`src/rtl/pipe_ctrl_pkg.sv`:
```
// Shared types and constants for the pipeline hazard/stall controller.
package pipe_ctrl_pkg;

    typedef enum logic {
        RUN     = 1'b0,
        MD_BUSY = 1'b1
    } state_t;

    localparam int REG_ZERO    = 0;
    localparam int STALL_CNT_W = 16;
    localparam int MD_CNT_W    = 4;

endpackage

```
`src/rtl/md_latency_counter.sv`:
```
// Down-counter timing the mul/div busy window; last is high while count==1.
import pipe_ctrl_pkg::*;

module md_latency_counter (
    input  logic                clk,
    input  logic                reset,
    input  logic                load,
    input  logic [MD_CNT_W-1:0] load_val,
    input  logic                dec,
    output logic                last
);

    logic [MD_CNT_W-1:0] count;

    // Falling edge, in step with the pipeline registers.
    always_ff @(negedge clk) begin
        if (reset) begin
            count <= '0;
        end else if (load) begin
            count <= load_val;
        end else if (dec && (count != '0)) begin
            count <= count - 1'b1;
        end
    end

    assign last = (count == MD_CNT_W'(1));

endmodule

```
`src/rtl/hazard_stall_ctrl.sv`:
```
// Hold/flush sequencing for PC, IF/ID and ID/EX: load-use, taken branch, mul/div busy.
// state   | meaning
// RUN     | normal issue; branch flush or one-cycle load-use bubble
// MD_BUSY | mul/div in flight; Fetch/Decode held, bubbles into Execute
import pipe_ctrl_pkg::*;

module hazard_stall_ctrl #(
    parameter int MD_LATENCY = 4,
    parameter int REG_W      = 5
) (
    input  logic                   clk,
    input  logic                   reset,
    input  logic [REG_W-1:0]       rsD,
    input  logic [REG_W-1:0]       rtD,
    input  logic                   useRsD,
    input  logic                   useRtD,
    input  logic                   mdStartD,
    input  logic                   memReadE,
    input  logic                   regWriteE,
    input  logic [REG_W-1:0]       writeRegE,
    input  logic                   branchTakenE,
    output logic                   stallF,
    output logic                   stallD,
    output logic                   flushD,
    output logic                   flushE,
    output logic                   mdBusy,
    output logic [STALL_CNT_W-1:0] stallCount
);

    state_t state, state_next;
    logic   load_use;
    logic   md_load;
    logic   md_last;

    assign load_use = memReadE & regWriteE & (writeRegE != REG_W'(REG_ZERO)) &
                      ((useRsD & (rsD == writeRegE)) | (useRtD & (rtD == writeRegE)));

    md_latency_counter u_md_cnt (
        .clk      (clk),
        .reset    (reset),
        .load     (md_load),
        .load_val (MD_CNT_W'(MD_LATENCY)),
        .dec      (state == MD_BUSY),
        .last     (md_last)
    );

    always_comb begin
        state_next = state;
        stallF     = 1'b0;
        stallD     = 1'b0;
        flushD     = 1'b0;
        flushE     = 1'b0;
        md_load    = 1'b0;
        if (!reset) begin
            case (state)
                RUN: begin
                    if (branchTakenE) begin
                        flushD = 1'b1;
                        flushE = 1'b1;
                    end else if (load_use) begin
                        stallF = 1'b1;
                        stallD = 1'b1;
                        flushE = 1'b1;
                    end else if (mdStartD) begin
                        state_next = MD_BUSY;
                        md_load    = 1'b1;
                    end
                end
                MD_BUSY: begin
                    stallF = 1'b1;
                    stallD = 1'b1;
                    flushE = 1'b1;
                    if (md_last) begin
                        state_next = RUN;
                    end
                end
                default: state_next = RUN;
            endcase
        end
    end

    always_ff @(negedge clk) begin
        if (reset) begin
            state      <= RUN;
            mdBusy     <= 1'b0;
            stallCount <= '0;
        end else begin
            state  <= state_next;
            mdBusy <= (state_next == MD_BUSY);
            if (stallD && (stallCount != '1)) begin
                stallCount <= stallCount + 1'b1;
            end
        end
    end

endmodule

```
`config.mk`:
```
export PLATFORM = sky130hd
export DESIGN_NAME = hazard_stall_ctrl
export DESIGN_NICKNAME = d
export VERILOG_FILES = /design/src/rtl/pipe_ctrl_pkg.sv /design/src/rtl/md_latency_counter.sv /design/src/rtl/hazard_stall_ctrl.sv
export SDC_FILE = /design/constraint.sdc
export NUM_CORES = 1
export LEC_CHECK = 0
export CAP_MARGIN = 10
export CORE_ASPECT_RATIO = 1.4
export CORE_UTILIZATION = 50
export CTS_BUF_LIST = sky130_fd_sc_hd__clkbuf_16
export CTS_CLUSTER_DIAMETER = 150
export DETAILED_ROUTE_END_ITERATION = 6
export GPL_TIMING_DRIVEN = 0
export PLACE_DENSITY = 0.87
export SETUP_SLACK_MARGIN = 0.02
export SYNTH_ARGS = -nofsm -noshare
export SYNTH_HDL_FRONTEND = slang
export SYNTH_HIERARCHICAL = 1
export SYNTH_SLANG_ARGS = --single-unit
```
`constraint.sdc`:
```
create_clock -name clk -period 4.15 [get_ports clk]
set_input_delay 0.83 -clock clk [delete_from_list [all_inputs] [get_ports clk]]
set_output_delay 0.83 -clock clk [all_outputs]
set_load 0.02 [all_outputs]
```
==> reports/metrics.csv, run 1 <==
metric;value;unit
DP Wirelength;3080;µm
post-synthesis cell count;168;
Post-Syn Area;1470;µm²
H-tree lvl count;1;
Clock Path Buffers;2;
initial core utilization;0.543;
Yosys top cell by area;dfxtp_1;
Synth Flop Type;dfxtp_1;
clock sink total;21;
Row Count;22;
Async SR Flop Fraction;0;
Placed Cells;249;
hold_buf cts;0;
number of synthesized flops with an enable pin;0;
top cell type's share of synthesized area;0.287;
DIE HEIGHT;66.1;µm
number of buffers created by CTS;3;
Fail Step;5_1_grt;
tool error;[ERROR DPL-0033] detailed placement checks failed during check placement.;
YS warnings;6;
top cells by area, synth;dfxtp_1 29%, xnor2_1 6.0%, a21oi_1 3.8%;
routability congestion estimate;0.807;
cell chosen for the clock root;clkbuf_16;
I/O pins;44;
initial antenna violation count;0;
Buffers on Ports;43;
pin count of the biggest net entering global routing;12;
run status;stopped before the end;
worst_ep kind;register data pin;
area of placed instances;1980;µm²
GRT repair_timing worst endpoint;stallCount[7]$_SDFFE_NP0P_/D;
Die Wd;47.8;µm
#FFs+latches synth;21;
mean post-synth cell area;8.72;µm²
Yosys cell types;45;
Seq/Total Area, Yosys;0.287;
[cell usage after synthesis (2+ instances only)]
cell	instances
mux2_1	3
nor2_1	14
nor4_2	3
clkbuf_1	4
and3_1	2
buf_4	2
or4_1	5
conb_1	2
and4_4	2
nor2b_1	8
buf_6	2
or3_1	4
mux2_4	3
nand4_1	5
o31ai_1	7
o21ai_1	2
xnor2_1	10
nand3b_1	2
inv_1	7
a21oi_1	11
ha_1	3
a2111oi_2	2
nand2_1	9
dfxtp_1	21
nor3_1	6
nand3_1	10
[cells by family after synthesis]
kind of cell / synth area share
XOR/XNOR: 0.0598
buffers and inverters: 0.0538
other: 0.00513
adder cells (fa/ha/maj): 0.0256
multiplexers: 0.0615
AND/OR/NAND/NOR: 0.333
flip-flops: 0.287
AO/OA/AOI/OAI: 0.174
[per-stage QoR]
step | setup slack, ns | TNS (ns)
detailed placement | -1.56 | -21.79
global placement | -1.40 | -20.52
CTS | -0.242 | -3.76
floorplan | -0.484 | -5.21
[repair_timing]
action                                  4_1_cts
buffers inserted                             20
gates resized for setup                     140
endpoints found under the setup margin       42
cloned                                        1
pin swaps                                    38
==> inputs of run 2 (changes only) <==
--- a/config.mk
+++ b/config.mk
@@ -6,14 +6,10 @@
 export NUM_CORES = 1
 export LEC_CHECK = 0
 export CAP_MARGIN = 10
-export CORE_ASPECT_RATIO = 1.4
-export CORE_UTILIZATION = 50
-export CTS_BUF_LIST = sky130_fd_sc_hd__clkbuf_16
-export CTS_CLUSTER_DIAMETER = 150
+export CORE_UTILIZATION = 40
 export DETAILED_ROUTE_END_ITERATION = 6
 export GPL_TIMING_DRIVEN = 0
-export PLACE_DENSITY = 0.87
-export SETUP_SLACK_MARGIN = 0.02
+export PLACE_DENSITY_LB_ADDON = 0.15
 export SYNTH_ARGS = -nofsm -noshare
 export SYNTH_HDL_FRONTEND = slang
 export SYNTH_HIERARCHICAL = 1
==> run 2 against run 1 <==
Synthesized cell count unchanged; the flow now finishes, with violations (setup timing); synthesized area unchanged.
==> reports/metrics.csv, run 2 <==
metric;value;unit;change
required time worst endpoint;2.33;ns;
CP most frequent cell;buf_6;;
Pins Over Slew Limit;0;;
area grow syn2layout;65.4;%;
Top reg by flops;stallCount;;
final core utilization;0.710;;
crit-path max FO;6;;
Crit-path slowest cell;or3_4;;
LEAKAGE;1.03;nW;
Placed Cells;259;;+4.0%
total power;0.554;mW;
drt first-iter violations;60;;
clock-pin slew of the registers on the worst-case setup and hold paths;0.06;ns;
H-tree lvl count;1;;unchanged
Final WS setup;-0.244;ns;
Fin Setup TNS;-3.70;ns;
Seq/Total Area, Yosys;0.287;;unchanged
NumNets Final;279;;
area of placed instances;2000;µm²;+0.63%
number of buffers created by CTS;3;;unchanged
first-pass GRT wire length;7110;µm;
post-route ant nets;0;;
CORE AREA;3420;µm²;
most frequent cell after synthesis;dfxtp_1;;
Buffers on Ports;43;;unchanged
initial antenna violation count;0;;
crit path DAT;2.58;ns;
Clock Path Buffers;2;;unchanged
global route overflow;0;;
endpoint class of the critical path;register;;
die area;3910;µm²;
HP Class;reg -> reg;;
pre-CTS WS;-1.44;ns;+0.125 ns
drt first pass iters;4;;
Post-synth top cells;21 x dfxtp_1, 14 x nor2_1, 11 x a21oi_1;;
hold_buf cts;0;;unchanged
Via Count;1650;;
Buffers & Inverters on Critical Path;4;;
top cells by area, synth;dfxtp_1 29%, xnor2_1 6.0%, a21oi_1 3.8%;;
Fillers;276;;
layout cells sized above 1;0.349;;
most frequent cells in the layout;27 x inv_1, 18 x dlygate4sd2_1, 18 x dfxtp_1;;
Row Count;21;;-4.5%
total track usage;0.221;;
number of synthesized flops with an enable pin;0;;unchanged
Yosys top cell by area;dfxtp_1;;
#FFs+latches synth;21;;unchanged
Yosys cell types;45;;unchanged
top cell type's share of synthesized area;0.287;;unchanged
WL/cell;15.2;µm;
Worst VDD drop;138;µV;
storage element area;427;µm²;
final instance area;2420;µm²;
worst setup path class;in -> reg;;
initial core utilization;0.429;;-0.114
Vias/cell;5.54;;
RSZ-0062 raised after global routing;yes;;
biggest cell delay along the critical path;0.38;ns;
vias in the first global route;1602;;
DP Wirelength;2850;µm;-7.6%
Hold Slack;0.505;ns;
footprint of the multi-input gates;1210;µm²;
DRC;0;;
Clock Latency Late Sink;0.40;ns;
cell chosen for the clock root;clkbuf_4;;
DIE HEIGHT;62.5;µm;-5.3%
failing checks;setup timing;;
Die Wd;62.5;µm;+31%
final non-filler cell total;298;;
post-synthesis cell count;168;;unchanged
pin count of the biggest net entering global routing;12;;
Antenna Diode Count;0;;
max reg flops;16;;
Clock Skew;0.0312;ns;
I/O pins;44;;unchanged
run status;finished, violations left;;
mean post-synth cell area;8.72;µm²;unchanged
YS warnings;6;;unchanged
crit-path cells;buf_8, or3_4, o311a_4, a31oi_4, buf_6, buf_6, buf_6, nor3_4, mux2_4;;
endpoints failing hold;0;;
Synth Flop Type;dfxtp_1;;
Post-Syn Area;1470;µm²;unchanged
Pwr Density;229;nW/µm²;
routability congestion estimate;0.836;;+3.6%
Top Registers;stallCount (16), u_md_cnt/count (4), state (1);;
CP startpoint kind;input port;;
commonest non-fill, non-tap cell in the layout;inv_1;;
CTS tree;yes;;
R2R Setup Slk;1.68;ns;
crit-path leading delay family;compound AO/OA/AOI/OAI gates;;
final setup vio count;23;;
Async SR Flop Fraction;0;;unchanged
drt total wl;4540;µm;
Max-cap violations;0;;
clock sink total;21;;unchanged
## run 2: layout make-up
class	instances	area share
Buffer	8	0.0361
Clock buffer	3	0.00929
Clock inverter	22	0.0341
Inverter	5	0.00774
Multi-Input combinational cell	134	0.498
Sequential cell	21	0.176
Tap cell	46	0.0237
Timing Repair Buffer	59	0.215
## run 2: tightest hold or removal path: stages, from the launching register on
cell and delay [ns]:
dfxtp_2 0.36, o31ai_4 0.06, a21oi_1 0.05
## run 2: routing by layer
layer,wire length (µm),track usage,part of all wire
met5,0,0,0
met1,1910,0.277,0.42
met3,191,0.0328,0.042
met4,52,0.110,0.011
met2,2390,0.368,0.53
## run 2: repair_timing
action,in CTS,in global routing
pin swaps,25,18
gates resized for setup,114,30
endpoints found under the setup margin,42,26
buffers inserted,12,4
## run 2: worst paths after layout
| check | start | end | cells after the start |
|---|---|---|---|
| max | writeRegE[2] | stallCount[6]$_SDFFE_NP0P_ | 9 |
| min | stallCount[12]$_SDFFE_NP0P_ | stallCount[12]$_SDFFE_NP0P_ | 2 |
| max reg2reg | stallCount[3]$_SDFFE_NP0P_ | stallCount[5]$_SDFFE_NP0P_ | 7 |
| min reg2reg | stallCount[12]$_SDFFE_NP0P_ | stallCount[12]$_SDFFE_NP0P_ | 2 |
## run 2: kinds of logic (layout without fill, tap and decap cells)
logic type | Yosys count | after routing | synth area share
simple gates | 80 | 80 | 0.333
compound gates | 30 | 30 | 0.174
other cells | 2 | 4 | 0.00513
buf+inv | 15 | 97 | 0.0538
xor+xnor | 10 | 10 | 0.0598
mux | 7 | 7 | 0.0615
flops | 21 | 21 | 0.287
fa+ha+maj | 3 | 3 | 0.0256
## run 2: power by group
group	leakage (nW)	internal, mW	total, mW	switching, mW
registers	0.172	0.208	0.214	0.00596
logic	0.729	0.0768	0.152	0.0754
clock network	0.131	0.0614	0.188	0.127
total	1.03	0.346	0.554	0.208
Note: power is estimated with default switching activity, not from simulation.
